$ cat src/rtl/riscv_fetch_control.sv
// -----------------------------------------------------------------------------
// riscv_fetch_control
//
// Instruction-fetch sequencer for the RISC-V core. Owns the PC, issues one
// outstanding request at a time to instruction memory (req/gnt/rvalid), holds
// each fetched instruction for decode until it is consumed, and applies
// redirects from branch resolution. A fetch that is already in flight when a
// redirect arrives is marked stale and its response is dropped.
//
// Parameters:
//   RESET_PC        fetch address after reset
//
// Ports:
//   clk             clock
//   reset           synchronous, active-high reset
//   imem_req_o      fetch request valid
//   imem_addr_o     fetch address (word aligned)
//   imem_gnt_i      memory accepted the request this cycle
//   imem_rvalid_i   response data valid
//   imem_rdata_i    response instruction word
//   instr_valid_o   instr_o / instr_pc_o hold a valid instruction
//   instr_o         fetched instruction
//   instr_pc_o      PC of instr_o
//   stall_i         downstream cannot consume this cycle
//   redirect_i      taken branch/jump, fetch continues at redirect_pc_i
//   redirect_pc_i   redirect target
//   misaligned_o    one-cycle pulse: redirect target had bits [1:0] != 0
// -----------------------------------------------------------------------------
module riscv_fetch_control #(
    parameter logic [31:0] RESET_PC = 32'h0000_0000
) (
    input  logic        clk,
    input  logic        reset,

    output logic        imem_req_o,
    output logic [31:0] imem_addr_o,
    input  logic        imem_gnt_i,
    input  logic        imem_rvalid_i,
    input  logic [31:0] imem_rdata_i,

    output logic        instr_valid_o,
    output logic [31:0] instr_o,
    output logic [31:0] instr_pc_o,
    input  logic        stall_i,

    input  logic        redirect_i,
    input  logic [31:0] redirect_pc_i,
    output logic        misaligned_o
);

    typedef enum logic [1:0] {
        S_REQ  = 2'd0,  // request driven, waiting for gnt
        S_WAIT = 2'd1,  // request accepted, waiting for rvalid
        S_HOLD = 2'd2   // instruction presented, waiting for consumption
    } state_e;

    state_e      state_q;
    logic [31:0] pc_q;
    logic [31:0] addr_q;
    logic        req_q;
    logic        kill_q;
    logic        valid_q;
    logic [31:0] instr_q;
    logic [31:0] instr_pc_q;
    logic        misaligned_q;

    // Redirect targets are forced to a word boundary; the dropped low bits
    // are only reported through misaligned_o.
    logic [31:0] target;
    logic        target_misaligned;

    assign target            = {redirect_pc_i[31:2], 2'b00};
    assign target_misaligned = redirect_i && (redirect_pc_i[1:0] != 2'b00);

    // NOTE: every register below is assigned with <= so all of them update
    // together from the values present before the edge; a blocking assignment
    // here would let later statements see half-updated state.
    always_ff @(posedge clk) begin
        if (reset) begin
            // NOTE: the instruction/PC datapath registers are reset as well,
            // so decode never sees stale data on instr_o after reset.
            state_q      <= S_REQ;
            pc_q         <= RESET_PC;
            addr_q       <= RESET_PC;
            req_q        <= 1'b0;
            kill_q       <= 1'b0;
            valid_q      <= 1'b0;
            instr_q      <= 32'h0;
            instr_pc_q   <= 32'h0;
            misaligned_q <= 1'b0;
        end else begin
            misaligned_q <= target_misaligned;

            case (state_q)
                S_REQ: begin
                    // req_q is low only in the first cycle after reset; a gnt
                    // is meaningful only while the request is actually driven.
                    if (req_q && imem_gnt_i) begin
                        state_q <= S_WAIT;
                        req_q   <= 1'b0;
                        if (redirect_i) begin
                            // The accepted fetch is now stale.
                            pc_q   <= target;
                            kill_q <= 1'b1;
                        end
                    end else begin
                        req_q <= 1'b1;
                        if (redirect_i) begin
                            // Not yet granted: retarget the pending request.
                            pc_q   <= target;
                            addr_q <= target;
                        end
                    end
                end

                S_WAIT: begin
                    if (redirect_i) begin
                        pc_q <= target;
                        if (imem_rvalid_i) begin
                            // Arriving response is stale; fetch target now.
                            state_q <= S_REQ;
                            req_q   <= 1'b1;
                            addr_q  <= target;
                            kill_q  <= 1'b0;
                        end else begin
                            kill_q <= 1'b1;
                        end
                    end else if (imem_rvalid_i) begin
                        kill_q <= 1'b0;
                        if (kill_q) begin
                            // pc_q already holds the redirect target.
                            state_q <= S_REQ;
                            req_q   <= 1'b1;
                            addr_q  <= pc_q;
                        end else begin
                            state_q    <= S_HOLD;
                            valid_q    <= 1'b1;
                            instr_q    <= imem_rdata_i;
                            instr_pc_q <= pc_q;
                        end
                    end
                end

                S_HOLD: begin
                    // A redirect drops the held instruction even when stalled.
                    if (redirect_i) begin
                        state_q <= S_REQ;
                        valid_q <= 1'b0;
                        req_q   <= 1'b1;
                        pc_q    <= target;
                        addr_q  <= target;
                    end else if (!stall_i) begin
                        // Sequential fetch; wraps silently at the top of memory.
                        state_q <= S_REQ;
                        valid_q <= 1'b0;
                        req_q   <= 1'b1;
                        pc_q    <= instr_pc_q + 32'd4;
                        addr_q  <= instr_pc_q + 32'd4;
                    end
                end

                default: begin
                    state_q <= S_REQ;
                    req_q   <= 1'b1;
                    addr_q  <= pc_q;
                    valid_q <= 1'b0;
                    kill_q  <= 1'b0;
                end
            endcase
        end
    end

    assign imem_req_o    = req_q;
    assign imem_addr_o   = addr_q;
    assign instr_valid_o = valid_q;
    assign instr_o       = instr_q;
    assign instr_pc_o    = instr_pc_q;
    assign misaligned_o  = misaligned_q;

endmodule

$ cat config.mk
export PLATFORM = sky130hd
export DESIGN_NAME = riscv_fetch_control
export DESIGN_NICKNAME = d
export VERILOG_FILES = /design/src/rtl/riscv_fetch_control.sv
export SDC_FILE = /design/constraint.sdc
export NUM_CORES = 1
export LEC_CHECK = 0
export CORE_MARGIN = 2
export CORE_UTILIZATION = 50
export CTS_CLUSTER_SIZE = 20
export DETAILED_ROUTE_END_ITERATION = 10
export GPL_TIMING_DRIVEN = 1
export PLACE_DENSITY = 0.9
export SKIP_LAST_GASP = 1
export SYNTH_ARGS = -nofsm -noshare
export SYNTH_HDL_FRONTEND = slang
export SYNTH_SLANG_ARGS = --single-unit
export TNS_END_PERCENT = 10
$ cat constraint.sdc
create_clock -name clk -period 2.3 [get_ports clk]
set_clock_uncertainty 0.1 [all_clocks]
set_input_delay 0.23 -clock clk [delete_from_list [all_inputs] [get_ports clk]]
set_output_delay 0.23 -clock clk [all_outputs]
set_load 0.05 [all_outputs]
* Yosys cells after proc, flatten, opt, wreduce, memory -nomap -nowiden *
Index checks and enable logic that the tools add are counted.

operators by class
  add/subtract/negate cells = 1
  equal/unequal tests = 12
  multiplexer cells = 38
  bitwise logic cells = 4
  reductions and logical operators = 13

operators by type and width
  kind                     count
  $mux W32                 8
  $pmux W32 S3             1
  $pmux W32 S2             1
  $add A32 B3 Y32 const B  1
  $mux W1                  17
  $mux W2                  7
  $ne A2 B2 Y1 const B     6
  $reduce_and A5 Y1        2
  $ne A3 B3 Y1 const B     3
  $pmux W1 S3              3
  $reduce_and A3 Y1        3
  $reduce_and A4 Y1        2
  $pmux W2 S3              1
  $not A1 Y1               4
  $reduce_bool A2 Y1       2
  $eq A2 B1 Y1 const B     1
  $eq A2 B2 Y1 const B     1
  $logic_and A1 B1 Y1      2
  $logic_not A2 Y1         1
  $ne A2 B1 Y1 const B     1
  $reduce_or A2 Y1         1

word-level totals
  register bits = 134
  bits of input ports = 70
  output and inout bits = 99

* Logic depth before layout (Yosys ltp) *
  word-level depth = 4
  depth in mapped cells = 8
  depth with buffers taken out = 6

* Least setup slack after synthesis *
No wires, ideal clock.

  path kind = reg-to-reg
  start point = register instr_pc_q[2], in the netlist instr_pc_o[2]
  end point = register addr_q[8], in the netlist imem_addr_o[8]
  library setup time = 96 ps
  data arrival time = 2202 ps
  required time = 2104 ps
  slack = -97 ps
  cell stages (with the launch flop) = 8
  clock period less this slack = 2397 ps
  path through = dfxtp_1 -> ha_1 -> nand3_2 -> buf_2 -> or3_1 -> a21oi_1 -> nor3_1 -> o41ai_2

between the ends
  longest elaborated chain between the ends = 4

ends and longest elaborated chain
  item                    RTL line  text
  from (decl)             64        logic [31:0] instr_pc_q;
  from (signal assigned)  139       instr_pc_q <= pc_q;
  $add A32 B3 Y32         158       addr_q <= instr_pc_q + 32'd4;
  $mux W32                152       end else if (!stall_i) begin
  $mux W32                146       if (redirect_i) begin
  $pmux W32 S3            94        case (state_q)
  to (signal assigned)    151       addr_q <= target;
  to (signal assigned)    158
  to (signal assigned)    165       addr_q <= pc_q;
  to (decl)               59        logic [31:0] addr_q;

Every way passes these cells. The select of a mux whose other input is x is not followed.
A chain may end at the register's enable or synchronous reset.

* Final worst setup path *
  start point = register instr_pc_q[4], in the netlist instr_pc_o[4]
  end point = register addr_q[19], in the netlist imem_addr_o[19]

The elaborated chain is that of the path after synthesis.

==> results.sh <==
export IMPL_drc_errors=0
export IMPL_setup_tns_final_ns=0
export IMPL_critPathCaptureType="flip-flop"
export IMPL_power_share_clock_pct=47.5
export IMPL_fmax_mhz=451
export IMPL_synth_cells=880
export IMPL_hold_class="input port to flip-flop"
export IMPL_grt_use_total_pct=32.8
export IMPL_synth_distinct_cells=77
export IMPL_crit_start="instr_pc_o[4]"
export IMPL_antenna_found_initial=0
export IMPL_initial_core_util_pct=51.5
export IMPL_max_vdd_ir_drop_uv=572
export IMPL_timing_hold_ws_ns=0.0612
export IMPL_synthArstFlopShare_pct=0
export IMPL_min_from="reset"
export IMPL_drive_gt1_share_pct=13.6
export IMPL_die_y_um=121
export IMPL_viasPerCell=6.34
export IMPL_path_clk_slew_ns=0.06
export IMPL_fp_dieW_um=121
export IMPL_start_kind="flip-flop"
export IMPL_fin_cells=1266
export IMPL_synth_area_per_cell_um2=7.79
export IMPL_min_period_ns=2.22
export IMPL_maxCapViolCount=0
export IMPL_grt_max_degree=49
export IMPL_clockRootBuffer="clkbuf_16"
export IMPL_cts_hold_buffers=0
export IMPL_vias=8030
export IMPL_synth_edff_count=0
export IMPL_p_switching_w=0.00182
export IMPL_max_stage_delay_ns=0.50
export IMPL_pwr_share_seq_pct=36.8
export IMPL_dpl_hpwl_mm=16.8
export IMPL_worst_path_max_delay_cell="nor3_2"
export IMPL_area_growth_pct=43.4
export IMPL_layout_commonest_cell="nand2_1"
export IMPL_routabilityCongestion=0.998
export IMPL_core_area_um2=13300
export IMPL_worst_pin_slew_ns=0.714
export IMPL_synth_area_leader_cell="dfxtp_1"
export IMPL_grt_overflow_total=0
export IMPL_finalSetupViolations=0
export IMPL_period_share_pct=96.4
export IMPL_ff2ff_setup_slack_ns=0.08
export IMPL_status="completed"
export IMPL_io_pins=169
export IMPL_nFillCells=912
export IMPL_row_count=42
export IMPL_cp_cell_sequence="buf_4 -> nand4_4 -> nor3_2 -> nor4b_1 -> a311oi_1 -> o41ai_2"
export IMPL_grt_pass1_wl_mm=38.2
export IMPL_crit_fanout=8
export IMPL_synth_seq_cells=134
export IMPL_synthesis_area_um2=6850
export IMPL_fin_util_pct=73.9
export IMPL_routed_wl_mm=24.4
export IMPL_dr_pass1_iters=9
export IMPL_dp_cells=1234
export IMPL_power_per_cell_area_nw_per_um2=698
export IMPL_yosys_top_cells_area="dfxtp_1 39%, nand2_1 10%, a21oi_1 8.3%, nor2_1 3.6%, o21ai_0 2.8%"
export IMPL_grt_pass1_vias=7466
export IMPL_synth_top_area_share_pct=39.2
export IMPL_hold_violations=0
export IMPL_diodes=0
export IMPL_wire_per_inst_um=19.3
export IMPL_tritoncts="yes"
export IMPL_slew_headroom_pct=52.1
export IMPL_final_cell_mix="185 x nand2_1, 167 x clkdlybuf4s50_1, 132 x dfxtp_1"
export IMPL_swShare_pct=26.5
export IMPL_cts_made_buffers=17
export IMPL_rsz0062_at_grt="true"
export IMPL_yosysSeqAreaShare_pct=39.2
export IMPL_power_leakage_nw=3.60
export IMPL_drt_iter0_markers=1159
export IMPL_clock_path_buffers=2
export IMPL_clkLatencyLatePin_ns=0.43
export IMPL_clock_sinks=134
export IMPL_critPathArrivalTime_ns=2.46
export IMPL_required_ns=2.54
export IMPL_p_int_w=0.00504
export IMPL_r2r_start="instr_pc_o[4]"
export IMPL_htree_levels=4
export IMPL_combPwrFrac_pct=15.8
export IMPL_ys_warn_count=0
export IMPL_cts_setup_buffers=0
export IMPL_dieArea_um2=14700
export IMPL_timing_final_max_slew_violations=0
export IMPL_syn_nets=951
export IMPL_critical_path_class="flip-flop to flip-flop"
export IMPL_port_buffers=168
export IMPL_synth_ff_type="dfxtp_1"
export IMPL_nets=1148
export IMPL_ant_nets=0
[kinds of logic (layout without fill, tap and decap cells)]
logic type	count (synthesis)	count (layout)	synth area share, %
muxes	4	4	0.749
buffers and inverters	82	292	5.10
adders and majority gates	2	2	0.329
xor gates and xnor gates	17	17	2.17
AOI/OAI and AO/OA	266	266	25.4
and+or+nand+nor	375	375	27.1
DFF	134	134	39.2
[synth_stat cells (4+ instances only)]
| library cell | n |
|---|---|
| nand2_1 | 185 |
| dfxtp_1 | 134 |
| a21oi_1 | 113 |
| nor2_1 | 65 |
| clkbuf_1 | 41 |
| o21ai_0 | 39 |
| nand3_1 | 27 |
| buf_2 | 21 |
| nor3_1 | 18 |
| xor2_1 | 12 |
| inv_1 | 11 |
| and3_1 | 10 |
| o22ai_1 | 10 |
| a221oi_1 | 8 |
| nand2b_1 | 8 |
| nor2b_1 | 8 |
| o221ai_1 | 8 |
| a211oi_1 | 7 |
| a22o_1 | 7 |
| a31oi_1 | 7 |
| buf_1 | 7 |
| nand4_1 | 7 |
| nor4_1 | 7 |
| a311oi_1 | 6 |
| o41ai_1 | 6 |
| o211ai_1 | 5 |
| o32a_1 | 5 |
| xnor2_1 | 5 |
| and4_1 | 4 |
| nand4_4 | 4 |
| o22a_1 | 4 |
| or3_1 | 4 |
[power groups by stage]
| stage | Combinational [W] | Clock, W | Sequential, W |
|---|---|---|---|
| 6_report | 0.00108 | 0.00326 | 0.00252 |
| 5_1_grt | 0.00113 | 0.00335 | 0.00253 |
| 4_1_cts | 0.00106 | 0.00325 | 0.00252 |
| 3_5_place_dp | 0.00105 | 0 | 0.00256 |
| 3_3_place_gp | 0.00104 | 0 | 0.00256 |
| 2_1_floorplan | 0.000360 | 0 | 0.00279 |
[worst paths after layout]
| kind | cells past startpoint | to |
|---|---|---|
| setup reg to reg | 6 | imem_addr_o[19] |
| hold / removal | 2 | pc_q[30] |
| hold reg to reg | 2 | instr_o[13] |
| setup / recovery | 6 | imem_addr_o[19] |
[stage by stage]
step                area, um^2  setup slack [ns]  power [W]
floorplan                 6850            0.0280    0.00315
global placement          9120            0.0247    0.00360
detailed placement        9120           -0.0286    0.00362
CTS                       9810             0.130    0.00683
global route              9820           -0.0316    0.00701
finish                    9820            0.0836    0.00686
[worst max-delay path, delay by kind of cell, from the launching register on]
family | cells | cell delay [ns]
AND/OR/NAND/NOR | 3 | 1.10
flip-flops | 1 | 0.39
AO/OA/AOI/OAI | 2 | 0.36
buffers and inverters | 1 | 0.17
[registers in the layout, indices dropped and copies added (netlist names)]
name           count
state_q            2
kill_q             1
imem_addr_o       32
imem_req_o         1
instr_o           32
instr_valid_o      1
misaligned_o       1
pc_q              32
instr_pc_o        32
[per-layer routing]
layer	vias to the layer above	wire [um]	part of all wire [%]	GRT usage, %
li1	3575	-	-	-
met1	3704	9000	37	41.8
met2	626	11400	47	52.0
met3	125	2990	12	9.02
met4	0	1020	4.2	14.1
met5	-	0	0	0
[final cells by class]
type,count,area (um^2),area share (%)
Multi-Input combinational cell,664,3830,39.0
Sequential cell,134,2690,27.3
Clock buffer,20,447,4.55
Inverter,11,41.3,0.420
Timing Repair Buffer,249,2350,23.9
Clock inverter,12,248,2.52
Tap cell,176,220,2.24
[what timing repair did]
item | CTS | global route
hold endpoints to repair | 0 | 0
gates resized for setup | 0 | 1
endpoints found under the setup margin | 0 | 3
Note: power is estimated with default switching activity, not from simulation.
==> RTL change 1: new RTL, same settings <==
Reset style: asynchronous (`reset`), changed in one clocked block. Comments in the files are not updated.
--- a/src/rtl/riscv_fetch_control.sv
+++ b/src/rtl/riscv_fetch_control.sv
@@ -75,7 +75,7 @@
     // NOTE: every register below is assigned with <= so all of them update
     // together from the values present before the edge; a blocking assignment
     // here would let later statements see half-updated state.
-    always_ff @(posedge clk) begin
+    always_ff @(posedge clk or posedge reset) begin
         if (reset) begin
             // NOTE: the instruction/PC datapath registers are reset as well,
             // so decode never sees stale data on instr_o after reset.
Behaviour: differs if reset is asserted again (counterexample within 4 cycles, from zero or initial values and one cycle with reset high); with reset held inactive, the same outputs for 4 cycles.
==> RTL change 1 against the unedited design <==
  * Sequential share of layout area is 7.4 points higher
  * Routed wire length is 9.7% lower
  * Count of clock-buffer cells in the layout is 2 higher
  * Sequential cell count stayed put
  * Final area is 1.8% lower
  * Cell count is 15% lower
  * Core utilization is 1.0 points lower
  * Via count is 16% lower
  * Non-clock buffer count is 17 lower
  * Area after synthesis is 0.97% lower
  * Worst setup slack worse by 0.022 ns
  * Critical endpoint is now pc_q[24]
  * Largest cell class is now sequential cells
  * Highest routed layer unchanged
Power is not compared: it rests on default switching activity, and its combinational part moved more than twofold at a synthesized area within 25%.
==> RTL change 1: results <==
[grt]
met2_usage_pct = 49.5
met3_usage_pct = 11.1
track_usage_pct = 31.4
use_met1_pct = 39.0
grt_start_max_net_pins = 31

[hold_path]
min_path_type = input port to async pin

[routing]
first_iter_violations = 951
drt_pass1_iterations = 7
routed-wl-met3_um = 3100
met1_length_um = 7900
routedWlPerCell_um = 20.5
wl_met2_um = 10200
drt_wl_total_um = 22000

[place]
dp_cells = 1045
gp_congestion = 0.953
hpwl_um = 15400
pre_cts_ws_ns = -0.0562

[layout]
drive_above_1_share_pct = 19.2
regArea_sq_um = 3350

[yosys]
netlist_instances = 686
synth_cell_types = 61
ys_top_cells_by_count = dfrtp_1, nand2_1, a21oi_1
synthArstFlopShare_pct = 100
synthXorXnorAreaFrac_pct = 2.84
synth_compound_area_share_pct = 19.0

[clock_network]
cts_resized = 1

[worst_setup_path]
worstPathMaxFanout = 5
startpoint = instr_pc_o[2]

[status]
outcome = complete, no violations

[power_and_ir_drop]
power.total_mw = 16.3

[sta]
final.setup.worst_slack_ns = 0.0616
-- RTL change 1: path summary, 6_finish.rpt --
kind | endpoint | cells past startpoint
setup / recovery | pc_q[24] | 7
hold / removal | pc_q[11] | 2
setup reg to reg | pc_q[24] | 7
hold reg to reg | imem_addr_o[3] | 2
max in group asynchronous | instr_pc_o[31] | 3
min in group clk | misaligned_o | 3
-- RTL change 1: worst reg2reg max path, stage by stage, from the launching register on --
cell and delay (ns):
dfrtp_1 0.34, ha_1 0.18, and4_2 0.34, nand3_1 0.24, nor2_1 0.25, mux2_2 0.36
a21oi_1 0.21, a21oi_1 0.09
-- RTL change 1: final cells by class --
cell class	count	share of cell area, %
Timing Repair Buffer	232	23.6
Multi-Input combinational cell	493	33.3
Sequential cell	134	34.8
Clock inverter	10	0.830
Inverter	10	0.428
Tap cell	176	2.28
Clock buffer	22	4.81
==> RTL change 2: new RTL, same settings <==
Without the edit above. Re-encode `state_e` (3 states) as one-hot, 3 bits wide.
--- a/src/rtl/riscv_fetch_control.sv
+++ b/src/rtl/riscv_fetch_control.sv
@@ -48,10 +48,10 @@
     output logic        misaligned_o
 );
 
-    typedef enum logic [1:0] {
-        S_REQ  = 2'd0,  // request driven, waiting for gnt
-        S_WAIT = 2'd1,  // request accepted, waiting for rvalid
-        S_HOLD = 2'd2   // instruction presented, waiting for consumption
+    typedef enum logic [2:0] {
+        S_REQ  = 3'b001,  // request driven, waiting for gnt
+        S_WAIT = 3'b010,  // request accepted, waiting for rvalid
+        S_HOLD = 3'b100   // instruction presented, waiting for consumption
     } state_e;
 
     state_e      state_q;
Formal check against the unedited RTL: no difference found for any inputs over 4 cycles, from zero or initial values and one cycle with reset high; so few cycles prove little.
==> RTL change 2 against the unedited design <==
  * Total power decreased by 5.5%
  * Routed wire length decreased by 4.2%
  * The run now ends with setup timing left
  * Worst setup slack got worse by 0.091 ns
  * Area after synthesis decreased by 1.4%
  * Clock power decreased by 12%
  * Sequential cell count increased by 1
  * Final area decreased by 0.45%
  * Critical path type unchanged
==> RTL change 2: results <==
[status]
outcome = finished with violations
violations = setup timing

[sta]
finalSetupViolations = 1
relSlewSlack_pct = 49.9
final.setup.worst_slack_ns = -0.00711
holdWs_ns = 0.254

[worst_setup_path]
worstPathMaxFanout = 9
startpoint = instr_pc_o[10]
r2r-end = imem_addr_o[27]

[place]
gp_congestion = 0.982
hpwl_um = 16200
pre_cts_ws_ns = -0.0932

[yosys]
synth_area_leaders = dfxtp_1, nand2_1, a21oi_1
ys_top_cells_by_count = nand2_1, dfxtp_1, a21oi_1
netlist_instances = 909
synth_cell_types = 59

[layout]
fin_nets = 1177
final.fill_count = 949
drive_above_1_share_pct = 14.3

[power_and_ir_drop]
p_per_area_nw_per_um2 = 663
p_leak_nw = 3.44

[grt]
grt_start_max_net_pins = 71
grt_pass1_wl_um = 37200
track_usage_pct = 32.3
first_global_vias = 7355

[routing]
first_iter_violations = 1103
drt_pass1_iterations = 10

[clock_network]
cts_resized = 1
## RTL change 2: per-layer routing
metal / GRT usage [%] / wire length, um
met3: 9.67 / 3160
met1: 42.7 / 9090
met4: 12.6 / 580
met5: 0 / 0
met2: 49.6 / 10600
## RTL change 2: area by class of cell
class,instances,area [sq um],area share (%)
Multi-Input combinational cell,685,3740,38.3
Sequential cell,135,2740,28.0
Timing Repair Buffer,250,2390,24.5
Clock buffer,19,454,4.64
Tap cell,176,220,2.25
Clock inverter,13,168,1.71
Inverter,17,63.8,0.653
## RTL change 2: logic make-up (layout without fill, tap and decap cells)
| family | count (synthesis) | in the layout | share of synthesized area [%] |
|---|---|---|---|
| AOI/OAI and AO/OA | 259 | 259 | 25.0 |
| buffers and inverters | 89 | 299 | 5.13 |
| and+or+nand+nor | 398 | 398 | 26.2 |
| adders and majority gates | 1 | 1 | 0.185 |
| xor gates and xnor gates | 27 | 27 | 3.50 |
| DFF | 135 | 135 | 40.0 |
